File: config.mk
export PLATFORM = sky130hd
export DESIGN_NAME = ivl_uvm_ovl_win_stim_gen
export DESIGN_NICKNAME = d
export VERILOG_FILES = /design/src/rtl/ivl_uvm_ovl_win_pkg.sv /design/src/rtl/ivl_uvm_ovl_win_stim_gen.sv
export SDC_FILE = /design/constraint.sdc
export NUM_CORES = 1
export LEC_CHECK = 0
export CAP_MARGIN = 20
export CORE_UTILIZATION = 30
export DETAILED_ROUTE_END_ITERATION = 16
export DONT_BUFFER_PORTS = 1
export GPL_TIMING_DRIVEN = 0
export PLACE_DENSITY = 0.41
export SYNTH_ARGS = -nofsm -noshare
export SYNTH_HDL_FRONTEND = slang
export SYNTH_SLANG_ARGS = --single-unit
export TNS_END_PERCENT = 1
File: constraint.sdc
create_clock -name clock -period 5.45 [get_ports clock]
set_clock_uncertainty 0.05 [all_clocks]
set_input_delay 1.3625 -clock clock [delete_from_list [all_inputs] [get_ports clock]]
set_output_delay 1.3625 -clock clock [all_outputs]
set_load 0.01 [all_outputs]
File: src/rtl/ivl_uvm_ovl_win_pkg.sv
// Shared types for the OVL window-change stimulus generator.
// State encoding, command bundle and window limits.
package ivl_uvm_ovl_win_pkg;

  localparam int WSG_CNT_W   = 8;
  localparam int WSG_DATA_W  = 4;
  localparam int WSG_MIN_WIN = 1;

  typedef enum logic [2:0] {
    IDLE,
    START,
    WIN,
    END,
    FIN
  } wsg_state_e;

  typedef struct packed {
    logic [WSG_CNT_W-1:0]  win_len;
    logic [WSG_CNT_W-1:0]  change_dly;
    logic [WSG_DATA_W-1:0] data;
    logic                  no_change;
  } wsg_cmd_t;

endpackage

File: src/rtl/ivl_uvm_ovl_win_stim_gen.sv
// Window stimulus generator with exp_fire prediction for ovl_win_change.
// Optional IVL_UVM_WSG_POSTCHANGE_EN: invert test_expr after the window.
module ivl_uvm_ovl_win_stim_gen
  import ivl_uvm_ovl_win_pkg::*;
#(
  parameter int WIDTH = 4,
  parameter int CNT_W = 8
) (
  input  logic             clock,
  input  logic             reset,
  input  logic             enable,
  input  logic             cmd_valid,
  output logic             cmd_ready,
  input  logic [CNT_W-1:0] cmd_win_len,
  input  logic [CNT_W-1:0] cmd_change_dly,
  input  logic [WIDTH-1:0] cmd_data,
  input  logic             cmd_no_change,
  output logic             start_event,
  output logic             end_event,
  output logic [WIDTH-1:0] test_expr,
  output logic             busy,
  output logic             done,
  output logic             exp_fire
);

  localparam logic [CNT_W-1:0] MIN_LEN = CNT_W'(WSG_MIN_WIN);
  localparam logic [CNT_W-1:0] CNT_MAX = '1;

  wsg_state_e       state;
  wsg_state_e       nxt;
  logic [CNT_W-1:0] wcnt;
  logic [CNT_W-1:0] len_q;
  logic [CNT_W-1:0] dly_q;
  logic [WIDTH-1:0] data_q;
  logic             noc_q;
  logic [WIDTH-1:0] expr_q;
  logic             chg;
  logic             fire_q;
  logic             accept;
  logic             apply;

  assign cmd_ready = (state == IDLE) & enable & reset;
  assign accept    = cmd_valid & cmd_ready;

  assign apply = (state == WIN) && (wcnt == dly_q) && !noc_q
              && (dly_q >= MIN_LEN) && (dly_q <= len_q);

  always_comb begin
    nxt = state;
    unique case (state)
      IDLE:  if (accept) nxt = START;
      START: nxt = WIN;
      WIN:   if (wcnt == len_q) nxt = END;
      END:   nxt = FIN;
      FIN:   nxt = IDLE;
      default: nxt = IDLE;
    endcase
  end

  always_ff @(posedge clock or negedge reset) begin
    if (!reset) begin
      state  <= IDLE;
      wcnt   <= '0;
      len_q  <= '0;
      dly_q  <= '0;
      data_q <= '0;
      noc_q  <= 1'b0;
      expr_q <= '0;
      chg    <= 1'b0;
      fire_q <= 1'b0;
    end else begin
      state  <= nxt;
      fire_q <= (state == END) && !chg;
      if (accept) begin
        len_q  <= (cmd_win_len < MIN_LEN) ? MIN_LEN : cmd_win_len;
        dly_q  <= cmd_change_dly;
        data_q <= cmd_data;
        noc_q  <= cmd_no_change;
        chg    <= 1'b0;
      end else if (apply && (data_q != expr_q)) begin
        chg <= 1'b1;
      end
      if (state == START)
        wcnt <= MIN_LEN;
      else if (state == WIN && wcnt != CNT_MAX)
        wcnt <= wcnt + 1'b1;
      if (apply)
        expr_q <= data_q;
`ifdef IVL_UVM_WSG_POSTCHANGE_EN
      else if (state == FIN)
        expr_q <= ~expr_q;
`endif
    end
  end

  assign start_event = (state == START);
  assign end_event   = (state == END);
  assign busy        = (state != IDLE);
  assign done        = (state == FIN);
  assign test_expr   = expr_q;
  assign exp_fire    = fire_q;

endmodule

==> flow_summary.rst <==
.. list-table::
   :header-rows: 1

   * - Metric
     - Value
   * - Result of the run
     - completed
   * - Clock insertion delay at the later pin of the skew report
     - roughly 0.28 ns
   * - Clock tree from TritonCTS
     - yes
   * - Antenna Nets Post-Route
     - 0
   * - CTS resizes
     - 0
   * - #FFs+latches synth
     - 38
   * - Master cell of the clock root buffer
     - clkbuf_8
   * - Commonest cells post-synth
     - 38 x dfrtp_1, 20 x mux2_4, 13 x xnor2_1, 12 x nor2_1
   * - Worst voltage drop across the vdd grid
     - 0.1757 mV
   * - Area share of the leading cell type in the synthesized netlist
     - between 40% and 50%
   * - Standard-cell rows
     - 30
   * - Cell area after synthesis
     - between 2000 and 2500 µm²
   * - Final slew viol count
     - 0
   * - Number of iterations in the first detailed-routing pass
     - 3
   * - Library cell occupying the most area in the post-synthesis netlist
     - dfrtp_1
   * - Antenna violations before repair
     - 0
   * - Mapped Nets
     - about 220
   * - Max-cap violations
     - 0
   * - Post-layout net count
     - approximately 220
   * - Worst setup slack for register-to-register paths
     - between 3 and 4 ns
   * - Met2 track demand over resource in global routing
     - ~20%
   * - Number of synthesized flops with an enable pin
     - 0
   * - Layout cells sized above 1
     - 24.47%
   * - Data required time at the worst endpoint
     - approximately 4 ns
   * - TritonCTS Sinks
     - 38
   * - Starting density of the core
     - a little under a third
   * - Remaining Overflow, GRT
     - 0
   * - Arrival time at the worst endpoint
     - around 1.6 ns
   * - # fillers
     - between 600 and 700
   * - Aggregate negative setup slack
     - 0 ns
   * - Half-perimeter wire length after detailed placement
     - approximately 3400 µm
   * - Post-route clock period utilization
     - roughly 55%
   * - Number of buffer cells added on primary ports
     - 0
   * - Number of antenna repair diodes
     - 0
   * - Flip-flop cell with the highest count after synthesis
     - dfrtp_1
   * - Hold violation count in the final report
     - 0
   * - GR Util met3
     - between 3 and 4%
   * - Number of setup violations in the final report
     - 0
   * - Height of the die
     - between 80 and 90 µm
   * - Chip width
     - about 90 µm
   * - Pwr per Cell Area
     - between 500 and 600 nW/µm²
   * - Clock-pin transition on the worst setup and hold timing paths
     - roughly 0.07 ns
   * - Leakage
     - between 1 and 1.5 nW
   * - Most frequent cell after synthesis
     - dfrtp_1
   * - Number of vias per cell
     - 4.736
   * - CP Launch Type
     - input port
   * - Number of global-route vias before repair
     - between 1000 and 1500
   * - Area of the die
     - 7678 µm²
   * - Period minus WS final
     - between 3 and 4 ns
   * - Highest-delay cell along the critical path
     - nor2_4
   * - Area growth from synthesis to final layout
     - 9.215%
   * - Max-Slew Margin vs Limit
     - ~55%
   * - Last weighted congestion value of the routability-driven placer
     - between 0.7 and 0.8
   * - Worst slew pin tran
     - ~0.67 ns
   * - Per-instance average area after synthesis
     - around 12 µm²
   * - Class of the most critical setup path
     - in -> out
   * - Placed Instances
     - ~280
   * - Number of warnings reported in the yosys synthesis log
     - 0
   * - Most Used Layer, Global Route
     - met2
   * - Standard cell core area
     - approximately 6900 µm²
   * - Routed wire length per instance
     - approximately 16 µm
   * - H-Tree Level Count
     - 2
   * - Maximum operating frequency
     - 331.5 MHz
   * - M1 GR Usage
     - between 10% and 20%
   * - Maximum number of pins on one net before global-route repair
     - 40
   * - Starting DRC count in detailed routing
     - 34
   * - Vias post-DR
     - 1345
   * - Share of synthesized area occupied by flip-flops and latches
     - 43.23%
   * - # Post-CTS Setup Buffers
     - 0
   * - Main area contributors after synthesis
     - dfrtp_1 43%, mux2_4 14%, xnor2_1 5.2%
   * - Bufs and invs on worst path
     - 0
   * - RSZ-0062 raised after global routing
     - false
   * - Delay of the slowest cell on the worst path
     - approximately 0.16 ns
   * - Element type at the critical path end
     - output port
   * - TritonCTS Buffers
     - 5
   * - CP delay by family, top
     - simple AND/OR/NAND/NOR gates
   * - Global router's overall resource usage
     - between 10% and 20%
   * - First-pass GRT wire length
     - ~7500 µm
   * - DR DRC count
     - 0
   * - Largest buffer count on any clock path
     - 2
   * - Design Power
     - 0.001338 W
   * - Gate Count Post-Synth
     - 182
   * - Library cells used by synthesis
     - 37
   * - Worst-path cell chain
     - nand2_1, nor2_4
   * - WL final
     - around 4500 µm
   * - Final standard cell count with taps included and fillers excluded
     - between 200 and 300
   * - Worst hold-check path type
     - reg -> reg
   * - Async S/R FF share, synth
     - 100.0%
   * - Post-layout utilization of the core
     - between 30% and 40%
   * - Worst-path maximum fanout
     - 39
   * - Boundary Pins
     - 35
   * - Cts hold-fix bufs
     - 0
[report_power, final]
group	switching, W	total, W	leakage, nW	internal, W
sequential	0.000146	0.000550	0.477	0.000404
combinational	0.000255	0.000598	0.603	0.000344
clock	0.0000917	0.000189	0.0431	0.0000975
[state kept, by name, indices dropped and copies added, names as in the netlist, 3 cells and up]
register and cells:
data_q 4, test_expr 4, len_q 8, state 3, dly_q 8, wcnt 8
[stage by stage]
stage                     setup slack, ns  hold slack [ns]  area [µm²]
after floorplan                     2.471           0.3760        2200
after global placement              2.434           0.4128        2320
after detailed placement            2.433           0.4288        2320
after CTS                           2.433           0.4452        2402
after global routing                2.418           0.4754        2402
final                               2.433           0.4471        2402
[final timing paths]
check                      depth (start not counted)            startpoint                  endpoint
setup reg to reg                                   4  state[2]$_DFFE_PN0P_  test_expr[1]$_DFFE_PN0P_
max in group asynchronous                          0                 reset        exp_fire$_DFF_PN0_
hold reg to reg                                    1       chg$_DFFE_PN0P_        exp_fire$_DFF_PN0_
setup / recovery                                   2                 reset                 cmd_ready
min in group asynchronous                          0                 reset       wcnt[4]$_DFFE_PN0P_
hold / removal                                     1       chg$_DFFE_PN0P_        exp_fire$_DFF_PN0_
[placed cells by master, fill, tap and decap left out, types with 2 or more instances in the layout]
cell / n
dfrtp_1: 38
mux2_4: 20
xnor2_1: 13
nor2_1: 12
inv_1: 10
xor2_1: 10
ha_1: 9
nand2_1: 7
nand4_1: 7
clkbuf_8: 6
buf_6: 5
a21oi_1: 4
nor4_1: 4
mux2_2: 4
nand2b_1: 3
o21ai_0: 3
xnor2_2: 3
nor3_1: 3
mux2i_1: 3
nand3_1: 3
and3b_1: 2
nor2b_1: 2
nor3b_1: 2
[area by class of cell]
class	instances	area [µm²]	area share [%]
Sequential cell	38	950.9	39.58
Clock buffer	6	82.58	3.438
Buffer	7	71.32	2.969
Multi-Input combinational cell	127	1140	47.45
Tap cell	96	120.1	5.000
Inverter	10	37.54	1.563
[layer usage]
layer	part of all wire (%)	vias up	routed length, µm
met5	0	-	0
met4	2.3	0	103
met3	4.5	9	200
met2	46	30	2051
met1	47	664	2124
li1	-	642	-
[cell families after synthesis]
logic type | synth area share, %
muxes | 17.06
adders and majority gates | 5.120
DFF | 43.23
AOI/OAI and AO/OA | 3.925
buffers and inverters | 4.949
and+or+nand+nor | 14.33
xor gates and xnor gates | 11.38
Power figures use the tool's default switching activity.
